--- src/rtl/mem_access_pkg.sv ---
// Shared definitions for the MEM-stage data-memory access controller:
// FSM state encoding, abort read-data default and the word-address helper.
package mem_access_pkg;

   typedef enum logic [1:0] {
      ST_IDLE = 2'd0,
      ST_REQ  = 2'd1,
      ST_DONE = 2'd2,
      ST_ERR  = 2'd3
   } state_e;

   localparam logic [31:0] ERR_RDATA_DEF = 32'hDEADBEEF;
   localparam int          WDOG_W        = 8;

   function automatic logic [31:0] word_addr(input logic [31:0] a);
      return a & 32'hFFFF_FFFC;
   endfunction

endpackage

--- src/rtl/mem_access_wdog.sv ---
// Watchdog counter: clears on request, counts while enabled, flags the last
// allowed cycle so the owner can abort on the same edge.
module mem_access_wdog
   import mem_access_pkg::*;
#(
   parameter int unsigned LIMIT = 16
) (
   input  logic clk,
   input  logic rst_n,
   input  logic clr,
   input  logic en,
   output logic expire
);

   localparam logic [WDOG_W-1:0] LAST = WDOG_W'(LIMIT - 1);

   logic [WDOG_W-1:0] cnt_q, cnt_d;

   always_comb begin
      cnt_d = cnt_q;
      if (clr) begin
         cnt_d = '0;
      end else if (en) begin
         cnt_d = cnt_q + 1'b1;
      end
   end

   always_ff @(posedge clk or negedge rst_n) begin
      if (!rst_n) begin
         cnt_q <= '0;
      end else begin
         cnt_q <= cnt_d;
      end
   end

   assign expire = (cnt_q == LAST);

endmodule

--- src/rtl/mem_access.sv ---
// MEM-stage data-memory access controller: req/ack bus handshake, pipeline
// stall, timeout abort and branch resolve. Optional macro MISALIGN_TRAP_EN.
module mem_access
   import mem_access_pkg::*;
#(
   parameter int unsigned TIMEOUT_CYC = 16,
   parameter logic [31:0] ERR_RDATA   = ERR_RDATA_DEF
) (
   input  logic        clk,
   input  logic        rst_n,
   input  logic        MEM_Branch,
   input  logic        MEM_zero,
   input  logic        MEM_MemRead,
   input  logic        MEM_MemWrite,
   input  logic [31:0] MEM_ALU_res,
   input  logic [31:0] MEM_rdata2,
   output logic        dmem_req,
   output logic        dmem_we,
   output logic [31:0] dmem_addr,
   output logic [31:0] dmem_wdata,
   input  logic        dmem_ack,
   input  logic [31:0] dmem_rdata,
   output logic        PCSrc,
   output logic        mem_stall,
   output logic [31:0] MEM_rdata,
   output logic        mem_err,
   output logic        mem_misalign
);

   state_e      state_q, state_d;
   logic [31:0] addr_q, addr_d;
   logic [31:0] wdata_q, wdata_d;
   logic [31:0] rdata_q, rdata_d;
   logic        we_q, we_d;
   logic        mis_q, mis_d;
   logic        access, start, trap, in_req, expire;

   assign access = MEM_MemRead | MEM_MemWrite;
   assign start  = (state_q == ST_IDLE) && access;
   assign in_req = (state_q == ST_REQ);

`ifdef MISALIGN_TRAP_EN
   assign trap = start && (MEM_ALU_res[1:0] != 2'b00);
`else
   assign trap = 1'b0;
`endif

   // Branch resolve is independent of the stall; the upstream freeze gates it.
   assign PCSrc = MEM_Branch & MEM_zero;

   mem_access_wdog #(
      .LIMIT (TIMEOUT_CYC)
   ) u_wdog (
      .clk    (clk),
      .rst_n  (rst_n),
      .clr    (start),
      .en     (in_req),
      .expire (expire)
   );

   always_ff @(posedge clk or negedge rst_n) begin
      if (!rst_n) begin
         state_q <= ST_IDLE;
      end else begin
         state_q <= state_d;
      end
   end

   always_comb begin
      state_d = state_q;
      unique case (state_q)
         ST_IDLE: begin
            if (trap) begin
               state_d = ST_ERR;
            end else if (access) begin
               state_d = ST_REQ;
            end
         end
         ST_REQ: begin
            if (dmem_ack) begin
               state_d = ST_DONE;
            end else if (expire) begin
               state_d = ST_ERR;
            end
         end
         ST_DONE: state_d = ST_IDLE;
         ST_ERR:  state_d = ST_IDLE;
         default: state_d = ST_IDLE;
      endcase
   end

   always_comb begin
      dmem_req     = in_req;
      mem_stall    = start | in_req;
      mem_err      = (state_q == ST_ERR);
      mem_misalign = mis_q;
   end

   // Bus-side registers hold steady for the whole REQ window; an ack wins over expiry.
   always_comb begin
      addr_d  = addr_q;
      wdata_d = wdata_q;
      we_d    = we_q;
      rdata_d = rdata_q;
      mis_d   = trap;
      if (start) begin
         addr_d  = word_addr(MEM_ALU_res);
         wdata_d = MEM_rdata2;
         we_d    = MEM_MemWrite;
      end
      if (trap) begin
         rdata_d = ERR_RDATA;
      end else if (in_req && dmem_ack) begin
         if (!we_q) begin
            rdata_d = dmem_rdata;
         end
      end else if (in_req && expire) begin
         rdata_d = ERR_RDATA;
      end
   end

   always_ff @(posedge clk or negedge rst_n) begin
      if (!rst_n) begin
         addr_q  <= '0;
         wdata_q <= '0;
         we_q    <= 1'b0;
         rdata_q <= '0;
         mis_q   <= 1'b0;
      end else begin
         addr_q  <= addr_d;
         wdata_q <= wdata_d;
         we_q    <= we_d;
         rdata_q <= rdata_d;
         mis_q   <= mis_d;
      end
   end

   assign dmem_addr  = addr_q;
   assign dmem_wdata = wdata_q;
   assign dmem_we    = we_q;
   assign MEM_rdata  = rdata_q;

endmodule

--- config.mk ---
export PLATFORM = sky130hd
export DESIGN_NAME = mem_access
export DESIGN_NICKNAME = d
export VERILOG_FILES = /design/src/rtl/mem_access_pkg.sv /design/src/rtl/mem_access_wdog.sv /design/src/rtl/mem_access.sv
export SDC_FILE = /design/constraint.sdc
export NUM_CORES = 1
export LEC_CHECK = 0
export CORE_AREA = 5 5 90 134
export DETAILED_ROUTE_END_ITERATION = 16
export DIE_AREA = 0 0 95 139
export HOLD_SLACK_MARGIN = 0.12
export PLACE_DENSITY_LB_ADDON = 0.3
export SKIP_LAST_GASP = 1
export SLEW_MARGIN = 20
export SYNTH_ARGS = -nofsm -noshare
export SYNTH_HDL_FRONTEND = slang
export SYNTH_HIERARCHICAL = 1
export SYNTH_SLANG_ARGS = --single-unit
--- constraint.sdc ---
create_clock -name clk -period 2.7 [get_ports clk]
set_clock_uncertainty 0.1 [all_clocks]
set_input_delay 0.54 -clock clk [delete_from_list [all_inputs] [get_ports clk]]
set_output_delay 0.54 -clock clk [all_outputs]
set_load 0.02 [all_outputs]
== Word level (Yosys, flattened, before mapping) ==
Cells that the tools add are included.
Operators by class
  bitwise operators: 3
  reductions and logical operators: 9
  add/subtract/negate cells: 1
  multiplexer cells: 9
  eq/ne operators: 7
Operators by type and width (number)
  $mux 32: 3
  $mux 8: 2
  $add 8x1->8 const B: 1
  $eq 8x4->1 const B: 1
  $mux 2: 3
  $pmux 2 s3: 1
  $eq 2x2->1 const B: 2
  $ne 2x2->1 const B: 2
  $reduce_and 2->1: 2
  $reduce_bool 2->1: 2
  $logic_and 1x1->1: 3
  $ne 3x2->1 const B: 1
  $eq 2x1->1 const B: 1
  $logic_not 2->1: 1
  $or 1x1->1: 2
  $reduce_or 2->1: 1
  $and 1x1->1: 1
Storage, ports and cells
  flip-flop bits (word level): 105
  input port bits: 103
  logic and storage cells: 35
  output and inout port bits: 102

== Depth between registers and ports, before layout ==
Gate-level depths: netlist of the first run.
  depth after elaboration: 4
  depth in mapped cells: 7
  gate-level depth less buffers: 6

== Modules after synthesis ==
Netlist of the first run, hierarchy kept.
By module, submodules not included
  mem_access: times used 1, cells each 262, area an instance 3910.0 sq um, sequential area each 2427.3 sq um
  mem_access_wdog: times used 1, cells each 39, area an instance 394.1 sq um, sequential area each 200.2 sq um

== Worst setup path before layout of the first run ==
Ideal clock, no wire load.
  path kind: reg-to-reg
  from: register u_wdog.cnt_q[0]
  to: register rdata_q[28], in the netlist MEM_rdata[28]
  library setup time: 0.125 ns
  required time: 2.475 ns
  path buffers: 1
  path slack: 0.734 ns
  period minus slack after synthesis: 1.966 ns
  data arrival time: 1.741 ns
  stages on the path, launching flop included: 8
  cells stage by stage: dfrtp_1 -> ha_1 -> nand4b_1 -> nor4_1 -> nor2_1 -> a211oi_4 -> buf_6 -> mux2_2
Between the ends
  word-level cells in the longest chain between the ends: 4
Ends and longest elaborated chain
  from (decl): RTL line mem_access_wdog.sv:17  | logic [WDOG_W-1:0] cnt_q, cnt_d;
  from (signal assigned): RTL line mem_access_wdog.sv:32  | cnt_q <= cnt_d;
  $eq 8x4->1: RTL line mem_access_wdog.sv:36  | assign expire = (cnt_q == LAST);
  net expire: RTL line mem_access.sv:36  | logic access, start, trap, in_req, expire;
  $logic_and 1x1->1: RTL line mem_access.sv:117  | end else if (in_req && expire) begin
  $reduce_bool 2->1 (no line)
  $reduce_and 2->1 (no line)
  to (signal assigned): RTL line mem_access.sv:133  | rdata_q <= rdata_d;
  to (decl): RTL line mem_access.sv:33  | logic [31:0] rdata_q, rdata_d;
The timed path passes the listed nets, and every way through them passes these cells.
A chain may end at the register's enable or synchronous reset.

== Worst setup path after layout of the first run ==
  from: input MEM_MemRead
  to: output mem_stall
Between the ends
  word-level cells in the longest chain between the ends: 3
Ends and longest elaborated chain
  from (decl): RTL line mem_access.sv:13  | input logic MEM_MemRead,
  $or 1x1->1: RTL line mem_access.sv:38  | assign access = MEM_MemRead | MEM_MemWrite;
  $logic_and 1x1->1: RTL line mem_access.sv:39  | assign start = (state_q == ST_IDLE) && access;
  $or 1x1->1: RTL line mem_access.sv:94  | mem_stall = start | in_req;
  to (decl): RTL line mem_access.sv:24  | output logic mem_stall,
Every way passes these cells.

==> results of run 1 <==
cell usage in the layout, fill, tap and decap left out, drive strengths merged:
master | netlist | routed
and2 | 2 | 2
nand2b | 24 | 24
nor2 | 8 | 8
a22o | 1 | 1
nand4 | 4 | 4
bufinv | 0 | 1
clkinv | 0 | 2
mux2 | 85 | 85
buf | 17 | 9
nor4 | 1 | 1
clkinvlp | 0 | 1
dlygate4sd3 | 0 | 1
or4b | 1 | 1
mux2i | 9 | 9
o21a | 1 | 1
nand2 | 11 | 11
clkbuf | 0 | 12
o21ai | 5 | 5
clkdlybuf4s50 | 0 | 198
ha | 1 | 1
a21oi | 3 | 3
inv | 10 | 10
conb | 1 | 3
a211oi | 1 | 1
nand4b | 1 | 1
and3b | 1 | 1
or3 | 3 | 3
xor2 | 3 | 3
xnor2 | 1 | 1
dfrtp | 105 | 105
nand3 | 2 | 2
worst max-delay path by stage:
stage                           startpoint                         to  slack, ns  depth (start not counted)
3_3_place_gp                   MEM_MemRead                  mem_stall       0.24                          4
3_5_place_dp                   MEM_MemRead                  mem_stall       0.23                          4
5_1_grt             state_q[1]$_DFFE_PN0P_                   dmem_req       0.12                          3
6_report                       MEM_MemRead                  mem_stall       0.22                          4
4_1_cts             state_q[1]$_DFFE_PN0P_                   dmem_req       0.21                          3
2_1_floorplan  u_wdog/cnt_q[0]$_DFFE_PN0P_  MEM_rdata[28]$_DFFE_PN0P_       0.73                          7
worst max-delay path, stage by stage:
cell             delay, ns
clkdlybuf4s50_1       0.51
o21ai_2               0.08
nand2_1               0.09
clkdlybuf4s50_1       0.61
what timing repair did:
action                                 4_1_cts  5_1_grt
resized for setup                            0        0
hold buffers                                 1        0
endpoints found under the hold margin       43        0
setup buffers                                0        0
per-layer routing:
metal / global-route usage (%) / up-vias / routed length (µm)
met1: 18.3 / 1513 / 3830
met3: 5.75 / 20 / 1030
li1: - / 1438 / -
met2: 28.0 / 135 / 5460
met4: 8.06 / 0 / 281
met5: 0 / - / 0
where the power goes:
part           switching [µW]  internal [µW]
clock network             559            770
logic                    1930           2180
registers                 391           2320
through the flow:
| step | std cells | total power [µW] |
|---|---|---|
| 2_1_floorplan | 303 | 4930 |
| 3_3_place_gp | 640 | 6810 |
| 3_5_place_dp | 640 | 6930 |
| 4_1_cts | 657 | 8290 |
| 5_1_grt | 657 | 8630 |
| 6_report | 657 | 8150 |
final cells by class:
| class | instances | area (µm²) | share of cell area, % |
|---|---|---|---|
| inverters | 10 | 37.5 | 0.555 |
| flip-flops and latches | 105 | 2630 | 38.9 |
| well taps | 147 | 184 | 2.72 |
| multi-input cells | 171 | 1520 | 22.5 |
| clock inverters | 4 | 51.3 | 0.759 |
| repair buffers | 208 | 2080 | 30.8 |
| clock buffers | 12 | 256 | 3.79 |
flip-flops by register name, summed over array words and instances (netlist names):
| name | flops |
|---|---|
| dmem_we | 1 |
| dmem_addr | 30 |
| dmem_wdata | 32 |
| MEM_rdata | 32 |
| u_wdog/cnt_q | 8 |
| state_q | 2 |
kinds of logic (layout without fill, tap and decap cells):
kind of cell,after synthesis,count (layout),synth area share (%)
AO/OA/AOI/OAI,11,11,1.86
XOR/XNOR,4,4,0.814
adder cells (fa/ha/maj),1,1,0.291
buffers and inverters,27,234,3.78
flip-flops,105,105,61.0
multiplexers,94,94,24.3
other,1,3,0.0871
AND/OR/NAND/NOR,58,58,7.79
==> impl_metrics.yaml, run 1 <==
timing:
  fin_crit_ns: 2.48
  tns_ns: 0
  final_hold_viol_count: 0
  whs_ns: 0.405
  rsz0062_at_grt: "no"
  max_clock_freq_mhz: 404
  maxSlewHeadroom_pct: 60.6
  setup_viol: 0
  finalCritPeriodShare_pct: 91.7
  drv_slew: 0
  layout_setup_ws_ns: 0.224
  worst_pin_slew_ns: 0.591
route:
  wl_mm: 10.6
  ant_nets: 0
  dr.first_iter.drc_count: 99
  post_drt_wl_per_cell_um: 16.1
  vias: 3106
  drc: 0
  drt_first_pass_iters: 4
  vias_per_cell: 4.73
yosys:
  ys_top_cells_by_count: "105 x dfrtp_1, 85 x mux2_2, 23 x nand2b_1"
  async_reset_ff_share_pct: 100
  synth-edff-count: 0
  ys_ff_latch: 105
  syn_inst: 301
  synth-seq-area-share_pct: 61.0
  mappedNetlistArea_mm2: 0.00430
  ys.flop_type: "dfrtp_1"
  ys_warn_count: 6
  synthDistinctLibCells: 32
  synthTopCellsByArea: "dfrtp_1 61%, mux2_2 22%, nand2b_1 3.3%"
  netlist.area_leader.share_pct: 61.0
  synth_most_common_cell: "dfrtp_1"
  syn_area_per_cell_um2: 14.3
  synth_largest_area_cell: "dfrtp_1"
cells_and_area:
  area_growth_pct: 57.1
  num-fill-cells: 880
  num_antenna_cells: 0
  design_area_mm2: 0.00676
  layout.nets: 609
  fin_util_pct: 62.5
  drive_gt1_share_pct: 22.5
floorplan:
  row_count: 47
  die_h_um: 139
  dieArea_mm2: 0.0132
  ioPinCount: 205
  fp.dieW_um: 95
  core_area_mm2: 0.0108
  start_util_pct: 39.8
place:
  place_congestion: 0.718
  hpwlAfterDp_mm: 8.05
  pre_cts_slack_ns: 0.228
  port_buffers: 199
  post_dp_cell_area_mm2: 0.00644
grt:
  grt_usage_pct: 16.6
  antenna_found_initial: 0
  grt_max_degree: 66
  grt_pass1_wl_mm: 17.1
  grt_remaining_overflow: 0
  grt_pass1_vias: 3407
critical_path:
  required_ns: 2.06
  r2r_start: "u_wdog/cnt_q[0]$_DFFE_PN0P_"
  worstPathArrival_ns: 1.84
  worst_setup_path_end_kind: "primary output"
  cp_max_fo: 3
  worstSetupPathType: "input port to primary output"
  rrSetupSlack_ns: 0.57
  startpoint_type: "input port"
  worstReg2RegEnd: "MEM_rdata[28]$_DFFE_PN0P_"
  worst-r2r-cell-count: 7
min_path:
  hold_start: "dmem_wdata[25]$_DFFE_PN0P_"
  whs_path_depth: 1
  hp-class: "flop to flop"
  min_to: "dmem_wdata[25]$_DFFE_PN0P_"
power:
  p_leak_uw: 0.00268
  powerDensity_mw_per_mm2: 1210
  vdd_drop_max_mv: 0.532
clock_network:
  cts_buffers: 9
  cts.path.max_buffers: 2
  insertion_delay_ns: 0.33
  cts_tree: "done"
  cts_max_level: 3
  root_buffer: "clkbuf_16"
  clkTransAtPathRegs_ns: 0.06
  cts.sinks: 105
run:
  max-cap-violations: 0
outcome:
  status: "finished clean"
Power figures use the tool's default switching activity.
==> run 2: changes to the inputs <==
Settings changed: ABC_CLOCK_PERIOD_IN_PS set to 2700.
==> results of run 2 <==
The final DEF is identical to that of run 1; final timing and power are the same.
==> run 3: changes to the inputs <==
Settings changed: CORE_AREA 5 5 90 134 to 4 4 89 133, DIE_AREA 0 0 95 139 to 0 0 93 137.
==> run 3 against run 2 <==
Net effect: die area fell by 3.5%; design area is 0.17% lower; worst hold slack got worse by 0.015 ns; wire length grew 0.54%; sequential share of layout area grew 0.065 points; power fell by 0.11%; global-route usage grew 0.26 points; critical endpoint unchanged; utilization rose by 1.3 points; clock-buffer cell count decreased by 3.
==> impl_metrics.yaml, run 3 (synthesis results as in run 1) <==
outcome:
  status: "finished clean"
critical_path:
  path_common_cell: "clkdlybuf4s50_1"
  crit_start: "MEM_MemWrite"
  worstSetupPathType: "input port to primary output"
  r2r_start: "u_wdog/cnt_q[0]$_DFFE_PN0P_"
  worst_setup_path_end_kind: "primary output"
  startpoint_type: "input port"
  worstPathArrival_ns: 1.83
  required_ns: 2.06
  worstReg2RegEnd: "MEM_rdata[13]$_DFFE_PN0P_"
  worst-r2r-cell-count: 7
  cp_max_fo: 3
  endpoint: "mem_stall"
  path_cells: "clkdlybuf4s50_1 > o21ai_2 > nand2_1 > clkdlybuf4s50_1"
  rrSetupSlack_ns: 0.53
  critPathSlowestCell: "clkdlybuf4s50_1"
  slowest_delay_ns: 0.61
place:
  place_congestion: 0.751
  post_dp_cell_area_mm2: 0.00644
  hpwlAfterDp_mm: 8.12
  pre_cts_slack_ns: 0.231
  port_buffers: 199
timing:
  fin_crit_ns: 2.47
  drv_slew: 0
  setup_viol: 0
  max_clock_freq_mhz: 406
  rsz0062_at_grt: "no"
  layout_setup_ws_ns: 0.235
  tns_ns: 0
  finalCritPeriodShare_pct: 91.3
  whs_ns: 0.390
  final_hold_viol_count: 0
grt:
  antenna_found_initial: 0
  grt_pass1_vias: 3376
  grt_usage_pct: 16.9
  grt_max_degree: 71
  grt_pass1_wl_mm: 16.7
  grt_remaining_overflow: 0
route:
  wl_mm: 10.7
  vias_per_cell: 4.70
  vias: 3067
  dr.first_iter.drc_count: 94
  ant_nets: 0
  post_drt_wl_per_cell_um: 16.3
  drc: 0
  drt_first_pass_iters: 4
power:
  vdd_drop_max_mv: 0.712
  powerDensity_mw_per_mm2: 1210
  p_leak_uw: 0.00267
cells_and_area:
  final_cell_mix: "198 x clkdlybuf4s50_1, 105 x dfrtp_1, 85 x mux2_2"
  area_growth_pct: 56.9
  fin_util_pct: 63.8
  layout.nets: 607
  num_antenna_cells: 0
  num-fill-cells: 859
  drive_gt1_share_pct: 22.4
  mostFrequentLayoutCell: "clkdlybuf4s50_1"
  design_area_mm2: 0.00675
floorplan:
  fp.dieW_um: 93
  row_count: 46
  dieArea_mm2: 0.0127
  ioPinCount: 205
  start_util_pct: 40.6
  core_area_mm2: 0.0106
  die_h_um: 137
min_path:
  hp-class: "flop to flop"
clock_network:
  cts_buffers: 9
  cts.sinks: 105
  insertion_delay_ns: 0.34
  cts_tree: "done"
  root_buffer: "clkbuf_16"
  cts_max_level: 3
  postCtsResizedCells: 0
  clkTransAtPathRegs_ns: 0.06
  cts.path.max_buffers: 2
run:
  max-cap-violations: 0
-- run 3: per-layer routing --
metal / global-route usage, % / routed length, µm / vias to the layer above / share of wire (%)
met3: 4.18 / 683 / 16 / 6.4
li1: - / - / 1426 / -
met2: 31.1 / 5940 / 119 / 56
met1: 17.6 / 3760 / 1506 / 35
met5: 0 / 0 / - / 0
met4: 8.48 / 276 / 0 / 2.6
-- run 3: stage by stage --
step | cells | total power (µW)
after floorplan | 303 | 4930
after global placement | 635 | 6810
after detailed placement | 635 | 6930
after CTS | 652 | 8270
after global routing | 652 | 8600
final | 652 | 8140
-- run 3: what timing repair did --
| item | CTS | global route |
|---|---|---|
| buffers inserted | 0 | 0 |
| setup endpoints to repair | 0 | 0 |
| hold endpoints to repair | 30 | 0 |
| hold buffers | 1 | 0 |
-- run 3: layout make-up --
| class | count | area (µm²) | share of cell area [%] |
|---|---|---|---|
| Clock buffer | 9 | 225 | 3.34 |
| Clock inverter | 7 | 77.6 | 1.15 |
| Inverter | 10 | 37.5 | 0.556 |
| Multi-Input combinational cell | 171 | 1520 | 22.5 |
| Sequential cell | 105 | 2630 | 38.9 |
| Tap cell | 144 | 180 | 2.67 |
| Timing Repair Buffer | 206 | 2080 | 30.8 |
-- run 3: worst min path at each step --
stage | from | endpoint | cells past startpoint
5_1_grt | MEM_rdata[30]$_DFFE_PN0P_ | MEM_rdata[30]$_DFFE_PN0P_ | 1
6_report | MEM_rdata[30]$_DFFE_PN0P_ | MEM_rdata[30]$_DFFE_PN0P_ | 1
4_1_cts | MEM_rdata[30]$_DFFE_PN0P_ | MEM_rdata[30]$_DFFE_PN0P_ | 1
2_1_floorplan | rst_n | MEM_rdata[0]$_DFFE_PN0P_ | 0
3_3_place_gp | MEM_rdata[30]$_DFFE_PN0P_ | MEM_rdata[30]$_DFFE_PN0P_ | 1
3_5_place_dp | MEM_rdata[30]$_DFFE_PN0P_ | MEM_rdata[30]$_DFFE_PN0P_ | 1
-- run 3: worst max-delay path, delay by kind of cell --
kind                   cells  cell delay, ns
and+or+nand+nor            1            0.08
AOI/OAI and AO/OA          1            0.09
buffers and inverters      2            1.12
-- run 3: where the power goes --
| part | internal, µW | switching, µW | total [µW] |
|---|---|---|---|
| clock network | 727 | 579 | 1310 |
| registers | 2320 | 399 | 2720 |
| logic | 2180 | 1930 | 4120 |
| total | 5230 | 2910 | 8140 |
